$ cat config.mk
export PLATFORM = sky130hd
export DESIGN_NAME = iob_cache_line_fill_buffer_flat
export DESIGN_NICKNAME = d
export VERILOG_FILES = /design/src/rtl/iob_cache_line_fill_buffer_if.sv /design/src/rtl/iob_cache_line_fill_buffer.sv /design/src/flat_wrapper.sv
export SDC_FILE = /design/constraint.sdc
export NUM_CORES = 1
export LEC_CHECK = 0
export ABC_AREA = 1
export CAP_MARGIN = 20
export CORE_MARGIN = 3
export CORE_UTILIZATION = 35
export CTS_CLUSTER_SIZE = 14
export DETAILED_ROUTE_END_ITERATION = 6
export SLEW_MARGIN = 20
export SYNTH_ARGS = -nofsm -noshare
export SYNTH_HDL_FRONTEND = slang
export SYNTH_SLANG_ARGS = --single-unit
$ cat constraint.sdc
create_clock -name clk_i -period 2.8 [get_ports clk_i]
set_input_delay 0.56 -clock clk_i [delete_from_list [all_inputs] [get_ports clk_i]]
set_output_delay 0.56 -clock clk_i [all_outputs]
set_load 0.01 [all_outputs]
$ cat src/rtl/iob_cache_line_fill_buffer_if.sv
// Signal bundle between the AXI read channel, the line fill buffer and its consumers.
// slave = fill buffer side, master = driving/observing side.
interface iob_cache_line_fill_buffer_if #(
   parameter int unsigned DATA_W        = 32,
   parameter int unsigned BE_DATA_W     = 256,
   parameter int unsigned WORD_OFFSET_W = 3,
   parameter int unsigned NLINES_W      = 7,
   parameter int unsigned LINE2BE_W     = WORD_OFFSET_W - $clog2(BE_DATA_W / DATA_W),
   parameter int unsigned LINE_W        = DATA_W * (2 ** WORD_OFFSET_W)
) ();
   localparam int unsigned RADDR_W = (LINE2BE_W == 0) ? 1 : LINE2BE_W;

   logic                     replace_i;
   logic [NLINES_W-1:0]      req_index_i;
   logic [WORD_OFFSET_W-1:0] req_woffset_i;
   logic                     read_valid_i;
   logic [RADDR_W-1:0]       read_addr_i;
   logic [BE_DATA_W-1:0]     read_rdata_i;
   logic                     line_valid_o;
   logic                     line_ready_i;
   logic [NLINES_W-1:0]      line_index_o;
   logic [LINE_W-1:0]        line_data_o;
   logic                     line_err_o;
   logic                     word_valid_o;
   logic [DATA_W-1:0]        word_rdata_o;
   logic                     busy_o;

   modport slave (
      input  replace_i, req_index_i, req_woffset_i, read_valid_i, read_addr_i, read_rdata_i,
             line_ready_i,
      output line_valid_o, line_index_o, line_data_o, line_err_o, word_valid_o, word_rdata_o,
             busy_o
   );

   modport master (
      output replace_i, req_index_i, req_woffset_i, read_valid_i, read_addr_i, read_rdata_i,
             line_ready_i,
      input  line_valid_o, line_index_o, line_data_o, line_err_o, word_valid_o, word_rdata_o,
             busy_o
   );
endinterface

$ cat src/rtl/iob_cache_line_fill_buffer.sv
// Assembles AXI refill beats into a full cache line and hands it to the tag/data update stage.
// IOB_CACHE_CRITICAL_WORD_FWD_EN: forward the requested word as soon as its beat arrives.
module iob_cache_line_fill_buffer #(
   parameter int unsigned ADDR_W        = 32,
   parameter int unsigned DATA_W        = 32,
   parameter int unsigned BE_DATA_W     = 256,
   parameter int unsigned WORD_OFFSET_W = 3,
   parameter int unsigned NLINES_W      = 7,
   parameter int unsigned LINE2BE_W     = WORD_OFFSET_W - $clog2(BE_DATA_W / DATA_W),
   parameter int unsigned LINE_W        = DATA_W * (2 ** WORD_OFFSET_W)
) (
   input logic                         clk_i,
   input logic                         reset_n_i,
   iob_cache_line_fill_buffer_if.slave bus
);
   localparam int unsigned NBEATS = 2 ** LINE2BE_W;
   localparam int unsigned SLOT_W = (LINE2BE_W == 0) ? 1 : LINE2BE_W;
   localparam int unsigned WPB_W  = WORD_OFFSET_W - LINE2BE_W;
   localparam int unsigned WPB    = 2 ** WPB_W;

   localparam logic [1:0] IDLE   = 2'd0;
   localparam logic [1:0] FILL   = 2'd1;
   localparam logic [1:0] COMMIT = 2'd2;

   logic [1:0]               state_q, state_d;
   logic                     replace_q;
   logic                     rise, fall;
   logic [NLINES_W-1:0]      index_q;
   logic [WORD_OFFSET_W-1:0] woffset_q;
   logic [31:0]              woff_ext;
   logic [LINE_W-1:0]        line_q, line_d;
   logic [NBEATS-1:0]        mask_q, mask_d;
   logic [SLOT_W-1:0]        slot;
   logic                     word_valid_q, word_valid_d;
   logic [DATA_W-1:0]        word_q, word_d;
   logic                     unused_ok;

   // A single-beat line has only slot 0, so the beat address carries no information.
   if (LINE2BE_W == 0) begin : g_one_slot
      assign slot = '0;
   end else begin : g_slots
      assign slot = bus.read_addr_i;
   end

   assign unused_ok = (^bus.read_addr_i) ^ (ADDR_W == 0);

   assign rise     = bus.replace_i & ~replace_q;
   assign fall     = ~bus.replace_i & replace_q;
   assign woff_ext = 32'(woffset_q);

   always_comb begin
      state_d      = state_q;
      line_d       = line_q;
      mask_d       = mask_q;
      word_valid_d = 1'b0;
      word_d       = word_q;
      case (state_q)
         IDLE: begin
            if (rise) begin
               state_d = FILL;
               mask_d  = '0;
            end
         end
         FILL: begin
            if (bus.read_valid_i) begin
               line_d[32'(slot) * BE_DATA_W +: BE_DATA_W] = bus.read_rdata_i;
               // Slot 0 arriving on a partly filled line means the slave restarted the burst.
               if (slot == '0 && mask_q != '0)
                  mask_d = NBEATS'(1);
               else
                  mask_d = mask_q | (NBEATS'(1) << slot);
            end
`ifdef IOB_CACHE_CRITICAL_WORD_FWD_EN
            if (bus.read_valid_i && (32'(slot) == (woff_ext >> WPB_W))) begin
               word_valid_d = 1'b1;
               word_d       = bus.read_rdata_i[(woff_ext % WPB) * DATA_W +: DATA_W];
            end
`else
            if (fall && mask_d == '1) begin
               word_valid_d = 1'b1;
               word_d       = line_d[woff_ext * DATA_W +: DATA_W];
            end
`endif
            if (fall)
               state_d = COMMIT;
         end
         COMMIT: begin
            if (bus.line_ready_i)
               state_d = IDLE;
         end
         default: state_d = IDLE;
      endcase
   end

   always_ff @(posedge clk_i or negedge reset_n_i) begin
      if (!reset_n_i) begin
         state_q      <= IDLE;
         replace_q    <= 1'b0;
         index_q      <= '0;
         woffset_q    <= '0;
         line_q       <= '0;
         mask_q       <= '0;
         word_valid_q <= 1'b0;
         word_q       <= '0;
      end else begin
         state_q      <= state_d;
         replace_q    <= bus.replace_i;
         line_q       <= line_d;
         mask_q       <= mask_d;
         word_valid_q <= word_valid_d;
         word_q       <= word_d;
         if (state_q == IDLE && rise) begin
            index_q   <= bus.req_index_i;
            woffset_q <= bus.req_woffset_i;
         end
      end
   end

   assign bus.line_valid_o = (state_q == COMMIT);
   assign bus.line_index_o = index_q;
   assign bus.line_data_o  = line_q;
   assign bus.line_err_o   = (state_q == COMMIT) && (mask_q != '1);
   assign bus.word_valid_o = word_valid_q;
   assign bus.word_rdata_o = word_q;
   assign bus.busy_o       = (state_q != IDLE);
endmodule

$ cat src/flat_wrapper.sv
// flat-port wrapper written by rule: the top's interface ports become plain ports
module iob_cache_line_fill_buffer_flat 
#(
   parameter int unsigned ADDR_W        = 32,
   parameter int unsigned DATA_W        = 32,
   parameter int unsigned BE_DATA_W     = 256,
   parameter int unsigned WORD_OFFSET_W = 3,
   parameter int unsigned NLINES_W      = 7,
   parameter int unsigned LINE2BE_W     = WORD_OFFSET_W - $clog2(BE_DATA_W / DATA_W),
   parameter int unsigned LINE_W        = DATA_W * (2 ** WORD_OFFSET_W)
)
  (clk_i, reset_n_i, bus_replace_i, bus_req_index_i, bus_req_woffset_i, bus_read_valid_i, bus_read_addr_i, bus_read_rdata_i, bus_line_ready_i, bus_line_valid_o, bus_line_index_o, bus_line_data_o, bus_line_err_o, bus_word_valid_o, bus_word_rdata_o, bus_busy_o);
  iob_cache_line_fill_buffer_if #(.DATA_W(DATA_W), .BE_DATA_W(BE_DATA_W), .WORD_OFFSET_W(WORD_OFFSET_W), .NLINES_W(NLINES_W), .LINE2BE_W(LINE2BE_W), .LINE_W(LINE_W)) bus_i ();
  input logic clk_i;
  input logic reset_n_i;
  input wire logic [$bits(bus_i.replace_i)-1:0] bus_replace_i;
  input wire logic [$bits(bus_i.req_index_i)-1:0] bus_req_index_i;
  input wire logic [$bits(bus_i.req_woffset_i)-1:0] bus_req_woffset_i;
  input wire logic [$bits(bus_i.read_valid_i)-1:0] bus_read_valid_i;
  input wire logic [$bits(bus_i.read_addr_i)-1:0] bus_read_addr_i;
  input wire logic [$bits(bus_i.read_rdata_i)-1:0] bus_read_rdata_i;
  input wire logic [$bits(bus_i.line_ready_i)-1:0] bus_line_ready_i;
  output wire logic [$bits(bus_i.line_valid_o)-1:0] bus_line_valid_o;
  output wire logic [$bits(bus_i.line_index_o)-1:0] bus_line_index_o;
  output wire logic [$bits(bus_i.line_data_o)-1:0] bus_line_data_o;
  output wire logic [$bits(bus_i.line_err_o)-1:0] bus_line_err_o;
  output wire logic [$bits(bus_i.word_valid_o)-1:0] bus_word_valid_o;
  output wire logic [$bits(bus_i.word_rdata_o)-1:0] bus_word_rdata_o;
  output wire logic [$bits(bus_i.busy_o)-1:0] bus_busy_o;
  assign bus_i.replace_i = bus_replace_i;
  assign bus_i.req_index_i = bus_req_index_i;
  assign bus_i.req_woffset_i = bus_req_woffset_i;
  assign bus_i.read_valid_i = bus_read_valid_i;
  assign bus_i.read_addr_i = bus_read_addr_i;
  assign bus_i.read_rdata_i = bus_read_rdata_i;
  assign bus_i.line_ready_i = bus_line_ready_i;
  assign bus_line_valid_o = bus_i.line_valid_o;
  assign bus_line_index_o = bus_i.line_index_o;
  assign bus_line_data_o = bus_i.line_data_o;
  assign bus_line_err_o = bus_i.line_err_o;
  assign bus_word_valid_o = bus_i.word_valid_o;
  assign bus_word_rdata_o = bus_i.word_rdata_o;
  assign bus_busy_o = bus_i.busy_o;
  iob_cache_line_fill_buffer #(.ADDR_W(ADDR_W), .DATA_W(DATA_W), .BE_DATA_W(BE_DATA_W), .WORD_OFFSET_W(WORD_OFFSET_W), .NLINES_W(NLINES_W), .LINE2BE_W(LINE2BE_W), .LINE_W(LINE_W)) u_core (.clk_i(clk_i), .reset_n_i(reset_n_i), .bus(bus_i));
endmodule
==> flow_summary_export.csv <==
group,metric,value,unit
timing,max_freq,416,MHz
yosys,netlist_top_cells_count,"sky130_fd_sc_hd__nand2_1, sky130_fd_sc_hd__nand3_1, sky130_fd_sc_hd__dfrtp_1",
worst_hold_path,min_path_type,"reg2reg",
setup_path,crit_chain,"nor2_1 -> inv_1 -> nor2_1 -> clkdlybuf4s50_1",
setup_path,cp_max_fo,3,
global_route,globalRouteTotalUtil,0.275,
clock_tree,cts-htree-levels,2,
run_status,outcome,"complete, no violations",
final_layout,multi_input_area,7380,um^2
yosys,mean_post_synth_cell_area,7.74,um^2
detailed_routing,detail_route_antenna_nets,0,
floorplan,start_util,0.356,
timing,hold-worst-slack,0.479,ns
floorplan,num_io_pins,571,
global_route,first_pass_grt_wire_length,105000,um
clock_tree,ctsLongestPathBuffers,3,
timing,post-route-period-util,0.859,
job,max-cap-violations,0,
yosys,cell_taking_the_most_area_after_synthesis,"sky130_fd_sc_hd__dfrtp_1",
pwr,powerDensity,1190,nW/um^2
place,dp.final_hpwl,48600,um
timing,final_hold_viol_count,0,
pwr,cellLeakagePower,9.89,nW
floorplan,die_h,221,um
floorplan,coreArea,45500,um^2
timing,worst-slew-pin-transition,0.764,ns
global_route,grt_pass1_vias,16800,
detailed_routing,post_drt_via_cell_ratio,5.46,
yosys,cell_area_after_technology_mapping,16200,um^2
final_layout,sequential_cell_area,7590,um^2
clock_tree,worstSkewPairLatency,0.54,ns
clock_tree,numCtsBuffers,37,
clock_tree,clockRootBuffer,"sky130_fd_sc_hd__clkbuf_16",
yosys,synth.ff_latch_count,303,
final_layout,flow.area_growth_from_synthesis,43.8,%
timing,number_of_pins_with_negative_max_slew_slack_in_the_final_report,0,
clock_tree,cts_sinks,303,
setup_path,slowest_stage,"sky130_fd_sc_hd__clkdlybuf4s50_1",
yosys,yosys-top-cells-area,"sky130_fd_sc_hd__dfrtp_1, sky130_fd_sc_hd__nand3_1, sky130_fd_sc_hd__nand2_1",
global_route,grt-ovfl-total,0,
yosys,synthDominantCellAreaShare,0.469,
timing,timing.final.crit_period,2.41,ns
yosys,synth_nets,2363,
floorplan,placement_rows,78,
floorplan,die_area,48800,um^2
yosys,ys_async_sr_fraction,1.00,
clock_tree,cts_tree,"built",
timing,worst_slew_slack_as_a_fraction_of_its_limit,0.491,
yosys,synth_seq_area_share,0.469,
yosys,edff_count_synth,0,
setup_path,critPathLaunchType,"flip-flop",
setup_path,cp-end-kind,"primary output",
global_route,grt_start_max_net_pins,129,
clock_tree,path_clk_slew,0.06,ns
detailed_routing,drt_iter0_drc,1610,
final_layout,num-fill-cells,4393,
setup_path,criticalPathCategory,"reg2out",
place,io_buffers,569,
detailed_routing,routed_wirelength,69500,um
place,final_gp_congestion,0.877,
detailed_routing,dr.pass1.iters,6,
yosys,yosysMostFrequentCell,"sky130_fd_sc_hd__nand2_1",
yosys,postSynthCellCount,2091,
timing,grt_setup_unrepaired,"false",
timing,fin_worst_skew,0.0135,ns
detailed_routing,detailroute.via_count,17500,
detailed_routing,wire_per_inst,21.7,um
setup_path,timing.critical_path.required,2.24,ns
yosys,synth_cell_types,22,
final_layout,drive_gt1_frac,0.0536,
global_route,antenna_found_initial,8,
timing,setup_viol,0,
setup_path,worst_ep_arrival_time,1.85,ns
yosys,synth.yosys.warnings,0,
pwr,ir_drop,0.538,mV
timing,totalNegativeSetupSlack,0,ns
setup_path,cp_max_stage_delay,0.58,ns
setup_path,cell_repeated_most_along_the_worst_path,"sky130_fd_sc_hd__nor2_1",
final_layout,finish.net_count,2840,
detailed_routing,remaining_drc_errors,0,
floorplan,die_width,221,um
yosys,synth_top_flop_cell,"sky130_fd_sc_hd__dfrtp_1",
area by class of cell:
class                           count  share of cell area
Timing Repair Buffer              607               0.266
Antenna cell                        7            0.000753
Tap cell                          600              0.0323
Clock inverter                     10             0.00662
Multi-Input combinational cell   1608               0.317
Sequential cell                   303               0.326
Clock buffer                       54              0.0482
Inverter                           11             0.00258
where the power goes:
part	internal, mW	switching (mW)	total, mW
combinational	6.36	7.95	14.3
sequential	6.51	1.80	8.31
clock	3.14	1.95	5.09
layout by cell type (no fill, tap or decap), types with 3 or more instances in the layout:
master                            count
sky130_fd_sc_hd__nand2_2             30
sky130_fd_sc_hd__clkbuf_1             6
sky130_fd_sc_hd__inv_1                4
sky130_fd_sc_hd__o21ai_0              3
sky130_fd_sc_hd__dfrtp_1            300
sky130_fd_sc_hd__diode_2              7
sky130_fd_sc_hd__clkbuf_8            10
sky130_fd_sc_hd__clkbuf_16           39
sky130_fd_sc_hd__buf_4               21
sky130_fd_sc_hd__nand3_1            480
sky130_fd_sc_hd__a31oi_1            256
sky130_fd_sc_hd__clkdlybuf4s50_1    567
sky130_fd_sc_hd__bufinv_16            4
sky130_fd_sc_hd__clkinv_2             6
sky130_fd_sc_hd__nor2_1             259
sky130_fd_sc_hd__nand2_1            576
sky130_fd_sc_hd__buf_12              16
per-layer routing:
metal | track usage | part of all wire
met5 | 0 | 0.00019
met4 | 0.0960 | 0.032
met3 | 0.0666 | 0.086
met2 | 0.424 | 0.45
met1 | 0.380 | 0.43
through the flow:
| stage | setup slack (ns) | instances | power [mW] | utilization | instance area, um^2 |
|---|---|---|---|---|---|
| final | 0.395 | 3200 | 27.7 | 0.512 | 23300 |
| after global routing | 0.314 | 3200 | 29.5 | 0.512 | 23300 |
| after CTS | 0.378 | 3193 | 27.9 | 0.511 | 23200 |
| after detailed placement | 0.516 | 3128 | 22.7 | 0.483 | 22000 |
| after global placement | 0.532 | 3128 | 22.4 | 0.483 | 22000 |
| after floorplan | 1.31 | 2091 | 15.1 | - | 16200 |
cells by family after synthesis:
kind of cell    after synthesis  share of synthesized area
compound gates              261                      0.101
buf+inv                     180                     0.0755
flops                       303                      0.469
simple gates               1347                      0.355
worst paths after layout:
kind / startpoint / to / slack (ns) / cells after the start
setup / recovery: u_core.state_q[0] / bus_line_err_o / 0.39 / 4
hold / removal: u_core.bus.line_index_o[0] / u_core.bus.line_index_o[0] / 0.48 / 2
setup reg to reg: u_core.woffset_q[0] / u_core.bus.word_rdata_o[28] / 0.72 / 6
hold reg to reg: u_core.bus.line_index_o[0] / u_core.bus.line_index_o[0] / 0.48 / 2
max in group asynchronous: reset_n_i / u_core.bus.line_data_o[214] / 1.38 / 3
min in group asynchronous: reset_n_i / u_core.bus.line_data_o[1] / 0.57 / 2
worst max-delay path, delay by kind of cell (launching register included):
kind / cells / cell delay, ns
flops: 1 / 0.40
buf+inv: 2 / 0.65
simple gates: 2 / 0.26
repair_timing:
action	CTS	global route
resized for setup	0	0
hold endpoints to repair	3	0
buffers inserted	0	0
endpoints found under the setup margin	0	0
hold buffers	1	0
sequential cells by signal, summed over array words and instances (netlist names):
signal / flops
u_core.mask_q: 1
u_core.bus.word_rdata_o: 32
u_core.woffset_q: 3
u_core.bus.line_data_o: 256
u_core.bus.line_index_o: 7
u_core.state_q: 2
u_core.replace_q: 1
u_core.bus.word_valid_o: 1
Note: power is estimated with default switching activity, not from simulation.
